`src/rtl/alu_pkg.sv`:
```
// Shared definitions for the ALU flag stage: default datapath width,
// flag bit positions inside the 4-bit {N,Z,C,V} vector, and the layout
// of one result FIFO entry.
package alu_pkg;

  localparam int ALU_WIDTH = 32;
  localparam int FLAG_W    = 4;

  // Bit positions inside out_flags = {N,Z,C,V}.
  localparam int FLAG_N = 3;
  localparam int FLAG_Z = 2;
  localparam int FLAG_C = 1;
  localparam int FLAG_V = 0;

  // One queued result at the default width. The stage packs entries as
  // {sum, flags} so that any width follows this same layout.
  typedef struct packed {
    logic [ALU_WIDTH-1:0] sum;
    logic [FLAG_W-1:0]    flags;
  } alu_entry_t;

endpackage

```
`src/rtl/alu_result_fifo.sv`:
```
// Synchronous result FIFO for the ALU flag stage. DEPTH entries of DW
// bits, in-order, with an occupancy count. A simultaneous push and pop
// leaves the count unchanged, including when full: the write lands in
// the slot that is being read out on that same edge. The caller never
// pushes into a full FIFO without a pop and never pops when empty.
module alu_result_fifo #(
  parameter int DW    = 36,
  parameter int DEPTH = 4,
  localparam int AW   = (DEPTH > 1) ? $clog2(DEPTH) : 1
) (
  input  logic          clk,
  input  logic          reset,
  input  logic          push,
  input  logic [DW-1:0] push_data,
  input  logic          pop,
  output logic [DW-1:0] pop_data,
  output logic          valid,
  output logic [AW:0]   count
);

  logic [AW-1:0] wr_ptr_q, wr_ptr_d;
  logic [AW-1:0] rd_ptr_q, rd_ptr_d;
  logic [AW:0]   count_q,  count_d;
  logic [DW-1:0] mem_q [DEPTH];
  logic [DW-1:0] mem_d [DEPTH];

  // Next-state: pointers wrap naturally because DEPTH is a power of two.
  always_comb begin
    wr_ptr_d = wr_ptr_q;
    rd_ptr_d = rd_ptr_q;
    count_d  = count_q;
    mem_d    = mem_q;
    if (push) begin
      mem_d[wr_ptr_q] = push_data;
      wr_ptr_d        = wr_ptr_q + 1'b1;
    end
    if (pop) begin
      rd_ptr_d = rd_ptr_q + 1'b1;
    end
    if (push && !pop) begin
      count_d = count_q + 1'b1;
    end else if (!push && pop) begin
      count_d = count_q - 1'b1;
    end
  end

  // State registers; reset empties the FIFO and clears storage.
  always_ff @(posedge clk or negedge reset) begin
    if (!reset) begin
      wr_ptr_q <= '0;
      rd_ptr_q <= '0;
      count_q  <= '0;
      for (int i = 0; i < DEPTH; i++) begin
        mem_q[i] <= '0;
      end
    end else begin
      wr_ptr_q <= wr_ptr_d;
      rd_ptr_q <= rd_ptr_d;
      count_q  <= count_d;
      mem_q    <= mem_d;
    end
  end

  assign pop_data = mem_q[rd_ptr_q];
  assign valid    = (count_q != '0);
  assign count    = count_q;

endmodule

```
`src/rtl/alu_flag_stage.sv`:
```
// ALU flag stage: tracks issues into an external LATENCY-deep pipelined
// adder, captures the adder sum/carry when each issue emerges, derives
// {N,Z,C,V} and queues {sum, flags} in a result FIFO.
//
// Handshakes (valid/ready): a transfer happens on a rising edge where
// valid && ready are both high. in_valid without in_ready is ignored and
// the matching adder result is dropped. out_sum/out_flags are held
// stable while out_valid && !out_ready.
//
// Credit: in_ready is high while (issues in flight + queued results) is
// below DEPTH, computed from registered state only, so every issue has a
// guaranteed FIFO slot and a pop only frees credit on the following cycle.
//
// Optional feature macro ALU_FLAG_STICKY_OVF_EN: adds clr_ovf/sticky_ovf,
// a sticky record of any queued result with V = 1.
module alu_flag_stage
  import alu_pkg::*;
#(
  parameter int WIDTH   = ALU_WIDTH,
  parameter int LATENCY = 4,
  parameter int DEPTH   = 4
) (
  input  logic             clk,
  input  logic             reset,
  input  logic             in_valid,
  output logic             in_ready,
  input  logic             a_msb,
  input  logic             b_msb,
  input  logic [WIDTH-1:0] s,
  input  logic             cout,
  output logic             out_valid,
  input  logic             out_ready,
  output logic [WIDTH-1:0] out_sum,
  output logic [3:0]       out_flags
`ifdef ALU_FLAG_STICKY_OVF_EN
  ,
  input  logic             clr_ovf,
  output logic             sticky_ovf
`endif
);

  localparam int EW  = WIDTH + FLAG_W;
  localparam int FCW = $clog2(DEPTH) + 1;
  localparam int CW  = $clog2(LATENCY + DEPTH + 1);

  logic [LATENCY-1:0] tok_q,  tok_d;
  logic [LATENCY-1:0] amsb_q, amsb_d;
  logic [LATENCY-1:0] bmsb_q, bmsb_d;

  logic           issue;
  logic           push;
  logic           pop;
  logic [3:0]     new_flags;
  logic [EW-1:0]  fifo_wdata;
  logic [EW-1:0]  fifo_rdata;
  logic           fifo_valid;
  logic [FCW-1:0] fifo_count;
  logic [CW-1:0]  occ;
  logic           last_a;
  logic           last_b;

  assign issue  = in_valid && in_ready;
  assign push   = tok_q[LATENCY-1];
  assign last_a = amsb_q[LATENCY-1];
  assign last_b = bmsb_q[LATENCY-1];

  // Token shift register mirrors the adder pipeline; operand sign bits
  // travel alongside so overflow can be judged when the sum arrives.
  always_comb begin
    tok_d     = '0;
    amsb_d    = '0;
    bmsb_d    = '0;
    tok_d[0]  = issue;
    amsb_d[0] = a_msb;
    bmsb_d[0] = b_msb;
    for (int i = 1; i < LATENCY; i++) begin
      tok_d[i]  = tok_q[i-1];
      amsb_d[i] = amsb_q[i-1];
      bmsb_d[i] = bmsb_q[i-1];
    end
  end

  // Pipeline tracking registers; reset discards every in-flight token.
  always_ff @(posedge clk or negedge reset) begin
    if (!reset) begin
      tok_q  <= '0;
      amsb_q <= '0;
      bmsb_q <= '0;
    end else begin
      tok_q  <= tok_d;
      amsb_q <= amsb_d;
      bmsb_q <= bmsb_d;
    end
  end

  // Flags for the sum currently leaving the adder.
  always_comb begin
    new_flags         = '0;
    new_flags[FLAG_N] = s[WIDTH-1];
    new_flags[FLAG_Z] = (s == '0);
    new_flags[FLAG_C] = cout;
    new_flags[FLAG_V] = (last_a == last_b) && (s[WIDTH-1] != last_a);
  end

  assign fifo_wdata = {s, new_flags};

  alu_result_fifo #(
    .DW    (EW),
    .DEPTH (DEPTH)
  ) u_fifo (
    .clk       (clk),
    .reset     (reset),
    .push      (push),
    .push_data (fifo_wdata),
    .pop       (pop),
    .pop_data  (fifo_rdata),
    .valid     (fifo_valid),
    .count     (fifo_count)
  );

  assign pop       = fifo_valid && out_ready;
  assign out_valid = fifo_valid;
  assign out_sum   = fifo_valid ? fifo_rdata[EW-1:FLAG_W] : '0;
  assign out_flags = fifo_valid ? fifo_rdata[FLAG_W-1:0]  : '0;

  // Credit check: queued results plus tokens still in the adder; held low
  // while reset is asserted.
  always_comb begin
    occ = CW'(fifo_count);
    for (int i = 0; i < LATENCY; i++) begin
      occ = occ + CW'(tok_q[i]);
    end
    in_ready = reset && (occ < CW'(DEPTH));
  end

`ifdef ALU_FLAG_STICKY_OVF_EN
  logic sticky_q, sticky_d;

  // Sticky overflow: a queued V = 1 result sets it and wins over clear.
  always_comb begin
    sticky_d = sticky_q;
    if (push && new_flags[FLAG_V]) begin
      sticky_d = 1'b1;
    end else if (clr_ovf) begin
      sticky_d = 1'b0;
    end
  end

  // Sticky overflow register.
  always_ff @(posedge clk or negedge reset) begin
    if (!reset) begin
      sticky_q <= 1'b0;
    end else begin
      sticky_q <= sticky_d;
    end
  end

  assign sticky_ovf = sticky_q;
`endif

endmodule

```
`config.mk`:
```
export PLATFORM = sky130hd
export DESIGN_NAME = alu_flag_stage
export DESIGN_NICKNAME = d
export VERILOG_FILES = /design/src/rtl/alu_pkg.sv /design/src/rtl/alu_result_fifo.sv /design/src/rtl/alu_flag_stage.sv
export SDC_FILE = /design/constraint.sdc
export NUM_CORES = 1
export LEC_CHECK = 0
export CAP_MARGIN = 20
export CORE_ASPECT_RATIO = 0.75
export CORE_MARGIN = 3
export CORE_UTILIZATION = 30
export DETAILED_ROUTE_END_ITERATION = 10
export PLACE_DENSITY = 0.54
export SETUP_SLACK_MARGIN = 0.2
export SYNTH_ARGS = -nofsm -noshare
export SYNTH_HDL_FRONTEND = slang
export SYNTH_SLANG_ARGS = --single-unit
```
`constraint.sdc`:
```
create_clock -name clk -period 3.6 [get_ports clk]
set_input_delay 0.54 -clock clk [delete_from_list [all_inputs] [get_ports clk]]
set_output_delay 0.54 -clock clk [all_outputs]
set_load 0.01 [all_outputs]
```
==> summary.md, run 1 <==
GRT
* **initial antenna violation count** 0
* **total global-route track usage** 0.134
* **remaining global-route overflow** 0
* **number of global-route vias before repair** 4677
* **largest net degree at the start of global routing** 84
* **wire length of the first global-routing pass** 26100 um

Cells and area
* **most common library cell in the layout ignoring fill and taps** sky130_fd_sc_hd__dfrtp_1
* **area growth from synthesis to final layout** 23.0%
* **Net count, final** 578
* **most used cells in the layout excluding fill and tap cells** sky130_fd_sc_hd__dfrtp_1 (156), sky130_fd_sc_hd__mux2_2 (133), sky130_fd_sc_hd__clkdlybuf4s50_1 (74), sky130_fd_sc_hd__and2_1 (36), sky130_fd_sc_hd__mux4_2 (28)
* **share of final-layout standard cells stronger than drive strength 1** 0.387
* **antenna diode count** 0

STA
* **normalized max-slew margin** 0.357
* **unrepaired setup endpoints after global routing** no
* **highest clock rate** 321 MHz
* **count of final setup violators** 0
* **shortest clock period the worst path allows after layout** 3120 ps
* **clk_skew** 6.72 ps
* **total count of hold-check failures in the final report** 0
* **setup total negative slack** 0 ps
* **Slew @ Worst Pin** 965 ps
* **final hold slack** 338 ps
* **Tcrit/Tclk final** 0.866
* **Slew Viols, Final** 0

Clocking
* **maximum level of the CTS H-tree** 4
* **clock buffer depth** 2
* **Clock transition at path regs** 60 ps
* **Inserted Clock Buffers** 17
* **clock tree from TritonCTS** yes
* **count of buffers added by post-CTS timing repair for setup** 0
* **# clock sinks** 159
* **clock root buffer master** sky130_fd_sc_hd__clkbuf_16
* **clock insertion delay at the later pin of the skew report** 420 ps

Critical path
* **Crit Reg-Reg Startpoint** u_fifo.count[2]
* **worst flop-to-flop path endpoint** u_fifo.count[2]
* **cell with the biggest individual delay on the critical path** sky130_fd_sc_hd__or3_1
* **largest fanout on the critical path** 21
* **slowest cell delay on critical path** 610 ps
* **slack of the worst reg-to-reg path** 1010 ps
* **ordered list of cells on the worst path** or3_1 > buf_4 > and2_1 > clkdlybuf4s50_1
* **worst setup path class** register to output port
* **startpoint type of the worst setup path** register
* **crit end category** output port
* **length in cells of the worst reg-to-reg path** 8
* **Crit path required time** 3060 ps
* **critical path arrival** 2580 ps
* **Largest delay share family, worst path** buffers and inverters
* **combined buffer and inverter count along the critical path** 2

Pwr
* **leakage power** 3.60 nW
* **Peak VDD IR** 0.260 mV
* **Pwr per Cell Area** 968 mW/mm2

Synthesis
* **adder and majority cell fraction of the synthesized area** 0.0179
* **count of unique library cells instantiated by Yosys** 29
* **Synth Area in XOR/XNOR** 0.00737
* **Synthesized Nets** 497
* **synthesized flop and latch total** 159
* **share of synthesized area spent on multiplexers** 0.324
* **Post-Synthesis Cell Area** 0.00713 mm2
* **Avg Synthesized Cell Area** 15.9 um2
* **simple-gate share of the synthesized area** 0.0530
* **gate count of the mapped netlist** 449
* **fraction of the yosys area taken by sequential cells** 0.558
* **main combinational cell family by area after synthesis** multiplexers
* **number of warning messages in the yosys log** 0
* **Synth Area in Compound Gates** 0.0116

Flow run
* **max capacitance violation total** 0

Floorplan
* **Die Span X** 184 um
* **area of the core** 0.0232 mm2
* **count of pins on the block boundary** 77
* **Die Area** 0.0257 mm2
* **die boundary height** 139 um
* **row count** 48
* **effective utilization at floorplan** 0.307

Detailed routing
* **number of nets with antenna violations after routing** 0
* **detailed-route wire length on metal 1** 7460 um
* **number of DRC violations after detailed-routing iteration 0** 167
* **detailed route wirelength on metal3** 641 um
* **DRT Wirelength** 16200 um
* **vias per inst** 4.86
* **number of iterations in the first detailed-routing pass** 6
* **Vias** 4097
* **Highest Signal Layer** met4
* **wire per inst** 19.3 um
* **final routed DRC violation total** 0
* **met2 WL post-DR** 7910 um

Place
* **Port Buffer Count** 76
* **gpl congestion** 0.691
* **half-perimeter wire length after placement** 10500 um

Worst hold path
* **Worst Hold Class** input pin to async pin

Run status
* **run status** complete, no violations

==> where the power goes <==
group | total (mW) | leakage (nW) | switching, mW | internal (mW)
Sequential | 3.14 | 1.86 | 0.490 | 2.65
Combinational | 3.70 | 1.48 | 1.35 | 2.35
Clock | 1.65 | 0.256 | 0.711 | 0.937
==> per-layer routing <==
layer / GRT usage / vias to the layer above
met5: 0 / -
met4: 0.0421 / 0
met3: 0.0319 / 18
met2: 0.219 / 68
met1: 0.176 / 2192
li1: - / 1819
==> registers in the layout (all words and copies together) (netlist names) <==
signal / cells
amsb_q: 4
bmsb_q: 4
tok_q: 4
u_fifo.count: 3
u_fifo.mem_q: 140
u_fifo.rd_ptr_q: 2
u_fifo.wr_ptr_q: 2
==> cells in the mapped netlist <==
cell	count	area, um2
sky130_fd_sc_hd__and3b_1	1	8.76
sky130_fd_sc_hd__buf_12	3	60.1
sky130_fd_sc_hd__ha_1	7	87.6
sky130_fd_sc_hd__nand2_2	4	25.0
sky130_fd_sc_hd__fa_1	2	40.0
sky130_fd_sc_hd__a2111oi_2	1	15.0
sky130_fd_sc_hd__buf_6	1	11.3
sky130_fd_sc_hd__xor2_1	3	26.3
sky130_fd_sc_hd__buf_2	17	85.1
sky130_fd_sc_hd__dfrtp_1	159	3980
sky130_fd_sc_hd__o21ai_0	5	25.0
sky130_fd_sc_hd__and2_1	36	225
sky130_fd_sc_hd__o31ai_1	4	30.0
sky130_fd_sc_hd__a21o_1	1	7.51
sky130_fd_sc_hd__nor2_1	2	7.51
sky130_fd_sc_hd__inv_1	4	15.0
sky130_fd_sc_hd__mux4_1	7	184
sky130_fd_sc_hd__mux4_2	28	631
sky130_fd_sc_hd__nand4_1	2	12.5
sky130_fd_sc_hd__xnor2_1	3	26.3
sky130_fd_sc_hd__clkbuf_1	3	11.3
sky130_fd_sc_hd__nand3_1	1	5.00
sky130_fd_sc_hd__a21oi_1	1	5.00
sky130_fd_sc_hd__nand2_1	10	37.5
sky130_fd_sc_hd__or3_1	1	6.26
sky130_fd_sc_hd__buf_4	1	7.51
sky130_fd_sc_hd__clkbuf_2	1	5.00
sky130_fd_sc_hd__mux2_2	133	1500
sky130_fd_sc_hd__nor4_1	8	50.1
==> layout make-up <==
class | instances | area [um2]
Multi-Input combinational cell | 260 | 2950
Clock buffer | 24 | 482
Clock inverter | 8 | 58.8
Timing Repair Buffer | 88 | 900
Fill cell | 2163 | 14400
Inverter | 4 | 15.0
Tap cell | 300 | 375
Sequential cell | 159 | 3980
==> kinds of logic after synthesis <==
kind of cell,after synthesis
mux,168
flops,159
simple gates,65
buf+inv,30
compound gates,12
fa+ha+maj,9
xor+xnor,6
==> worst max-delay path by stage <==
| stage | startpoint | endpoint | cells after the start |
|---|---|---|---|
| 6_report | u_fifo.count[0] | out_sum[5] | 4 |
| 5_1_grt | u_fifo.count[0] | out_sum[5] | 4 |
| 4_1_cts | tok_q[3] | in_ready | 5 |
| 3_5_place_dp | tok_q[3] | in_ready | 5 |
| 3_3_place_gp | tok_q[3] | in_ready | 5 |
| 2_1_floorplan | tok_q[0] | in_ready | 4 |
==> repair_timing <==
action / in CTS / in global routing
endpoints found under the hold margin: 0 / 0
hold buffers: 0 / 0
gates resized for setup: 1 / 1
setup endpoints to repair: 1 / 1
==> worst register-to-register path: stages, from the launching register on <==
cell                      delay (ps)
sky130_fd_sc_hd__dfrtp_1         420
sky130_fd_sc_hd__or3_1           710
sky130_fd_sc_hd__nand2_1         270
sky130_fd_sc_hd__ha_1            210
sky130_fd_sc_hd__inv_1            60
sky130_fd_sc_hd__fa_1            370
sky130_fd_sc_hd__xor2_1          150
sky130_fd_sc_hd__nor2_1          140
sky130_fd_sc_hd__xor2_1          170
==> metrics by stage <==
stage	std cells	area, um2	power (mW)	setup WS (ps)	utilization
final	843	8770	8.49	481	0.378
after global placement	809	8170	6.80	596	0.353
after floorplan	449	7130	5.41	1300	-
after detailed placement	810	8190	6.95	582	0.353
after CTS	842	8740	8.63	216	0.377
after global routing	843	8770	9.05	299	0.378
No activity file was read; power rests on OpenSTA's default activity.
==> run 2: changes to the inputs <==
--- a/config.mk
+++ b/config.mk
@@ -12,6 +12,7 @@
 export DETAILED_ROUTE_END_ITERATION = 10
 export PLACE_DENSITY = 0.54
 export SETUP_SLACK_MARGIN = 0.2
+export SLEW_MARGIN = 25
 export SYNTH_ARGS = -nofsm -noshare
 export SYNTH_HDL_FRONTEND = slang
 export SYNTH_SLANG_ARGS = --single-unit
==> run 2 against run 1 <==
Die area unchanged. Worst hold slack lost 140 ps. Cell count did not move. Flip-flop and latch count stayed put. Sequential power about the same. Clock-buffer cell count decreased by 5. Clock skew up 1.6 ps. Cell area up 1.1%. Global-route usage shrank 0.055 points. Critical endpoint is now in_ready. Largest cell class unchanged. Largest power group unchanged.
==> summary.md, run 2 (same netlist as run 1, synthesis figures left out) <==
Floorplan
* **die boundary height** 139 um, unchanged
* **area of the core** 0.0232 mm2, unchanged
* **row count** 48, unchanged
* **Die Area** 0.0257 mm2, unchanged
* **Die Span X** 184 um, unchanged
* **count of pins on the block boundary** 77, unchanged
* **effective utilization at floorplan** 0.307, unchanged

Critical path
* **slack of the worst reg-to-reg path** 1030 ps, +20 ps
* **length in cells of the worst reg-to-reg path** 8, unchanged
* **crit end category** output port
* **critical path arrival** 2730 ps, +150 ps
* **Crit path required time** 3060 ps, about the same
* **worst flop-to-flop path endpoint** u_fifo.count[2]
* **startpoint type of the worst setup path** register
* **largest fanout on the critical path** 2, -90%
* **worst setup path class** register to output port
* **Crit Reg-Reg Startpoint** u_fifo.count[1]

GRT
* **largest net degree at the start of global routing** 84, unchanged
* **wire length of the first global-routing pass** 26000 um, -0.24%
* **initial antenna violation count** 0, unchanged
* **number of global-route vias before repair** 4593, -1.8%
* **total global-route track usage** 0.133, -0.000555
* **remaining global-route overflow** 0, unchanged

Cells and area
* **most used cells in the layout excluding fill and tap cells** sky130_fd_sc_hd__dfrtp_1 (156), sky130_fd_sc_hd__mux2_2 (133), sky130_fd_sc_hd__clkdlybuf4s50_1 (75), sky130_fd_sc_hd__and2_1 (36), sky130_fd_sc_hd__mux4_2 (28)
* **Net count, final** 578, unchanged
* **share of final-layout standard cells stronger than drive strength 1** 0.392, +0.00552
* **flip-flop count of the largest register after layout** 140, unchanged
* **Top reg by flops** u_fifo.mem_q
* **area growth from synthesis to final layout** 24.3%
* **antenna diode count** 0, unchanged
* **most common library cell in the layout ignoring fill and taps** sky130_fd_sc_hd__dfrtp_1
* **post-route non-filler standard cell count** 843, unchanged

Detailed routing
* **DRT Wirelength** 16300 um, +0.21%
* **wire per inst** 19.3 um, +0.21%
* **final routed DRC violation total** 0, unchanged
* **number of DRC violations after detailed-routing iteration 0** 149, -11%
* **vias per inst** 4.83, -0.63%
* **Vias** 4071, -0.63%
* **number of nets with antenna violations after routing** 0, unchanged
* **number of iterations in the first detailed-routing pass** 4, -2

Pwr
* **leakage power** 3.64 nW, +1.1%
* **Pwr per Cell Area** 998 mW/mm2, +3.1%
* **Peak VDD IR** 0.335 mV, +29%

Run status
* **run status** complete, no violations

STA
* **setup total negative slack** 0 ps, unchanged
* **unrepaired setup endpoints after global routing** no
* **Slew Viols, Final** 0, unchanged
* **total count of hold-check failures in the final report** 0, unchanged
* **count of final setup violators** 0, unchanged
* **highest clock rate** 306 MHz, -4.5%
* **clk_skew** 8.36 ps, +1.64 ps
* **normalized max-slew margin** 0.364, +0.00712
* **Tcrit/Tclk final** 0.907, +0.0407
* **Slew @ Worst Pin** 951 ps, -14.0 ps
* **shortest clock period the worst path allows after layout** 3270 ps, +147 ps

Clocking
* **clock tree from TritonCTS** yes
* **maximum level of the CTS H-tree** 4, unchanged
* **clock insertion delay at the later pin of the skew report** 420 ps, about the same
* **# clock sinks** 159, unchanged
* **# hold bufs at CTS** 0, unchanged
* **clock root buffer master** sky130_fd_sc_hd__clkbuf_16
* **Inserted Clock Buffers** 17, unchanged
* **clock buffer depth** 2, unchanged
* **Clock transition at path regs** 60 ps, about the same

Place
* **Cells after DPL** 809, -0.12%
* **Port Buffer Count** 76, unchanged
* **gpl congestion** 0.691, unchanged
* **half-perimeter wire length after placement** 10500 um, -0.40%

Worst hold path
* **Worst Hold Class** input pin to async pin

Flow run
* **max capacitance violation total** 0, unchanged

-- run 2: cell count changes in the layout (fill, tap and decap cells not counted), sizes merged --
cell           delta
clkbuf            -5
dlymetal6s2s      -1
bufinv            +5
clkdlybuf4s50     +1
-- run 2: what timing repair did --
action                     in CTS  in global routing
setup buffers                   0                  2
gates resized for setup         1                  0
setup endpoints to repair       1                  1
-- run 2: layout make-up --
class | count | area (um2)
clock inverter | 13 | 213
timing repair buffer | 88 | 872
multi-input combinational | 260 | 2960
fill | 2147 | 14300
sequential | 159 | 3980
tap | 300 | 375
inverter | 4 | 15.0
clock buffer | 19 | 443
-- run 2: power breakdown --
part           total (mW)  internal, mW  switching, mW
sequential           3.14          2.65          0.491
clock                1.99          1.25          0.741
combinational        3.71          2.35           1.36
-- run 2: stage by stage --
| step | hold WS, ps | utilization | setup slack (ps) | cell area (um2) | power [mW] |
|---|---|---|---|---|---|
| 2_1_floorplan | 244 | - | 1300 | 7130 | 5.41 |
| 3_3_place_gp | 338 | 0.353 | 596 | 8170 | 6.80 |
| 3_5_place_dp | 335 | 0.353 | 555 | 8180 | 6.95 |
| 4_1_cts | 349 | 0.381 | 211 | 8840 | 8.98 |
| 5_1_grt | 268 | 0.382 | 218 | 8860 | 9.41 |
| 6_report | 202 | 0.382 | 334 | 8860 | 8.84 |
-- run 2: worst max-delay path by stage --
stage	startpoint	to	slack (ps)
2_1_floorplan	tok_q[0]	in_ready	1300
3_3_place_gp	tok_q[3]	in_ready	600
3_5_place_dp	tok_q[3]	in_ready	550
4_1_cts	tok_q[3]	in_ready	210
5_1_grt	tok_q[0]	in_ready	220
6_report	tok_q[0]	in_ready	330
-- run 2: critical path, stage by stage (launching register included) --
cell and delay [ps]:
sky130_fd_sc_hd__dfrtp_1 400, sky130_fd_sc_hd__fa_1 550, sky130_fd_sc_hd__ha_1 220, sky130_fd_sc_hd__a21o_1 170
sky130_fd_sc_hd__a2111oi_2 380, sky130_fd_sc_hd__clkdlybuf4s50_1 600
-- run 2: per-layer routing --
layer | share of wire | GRT usage | wire length (um) | up-vias
met5 | 0 | 0 | 0 | -
li1 | - | - | - | 1814
met1 | 0.47 | 0.181 | 7610 | 2188
met4 | 0.0072 | 0.0310 | 117 | 0
met3 | 0.037 | 0.0340 | 609 | 9
met2 | 0.49 | 0.215 | 7930 | 60
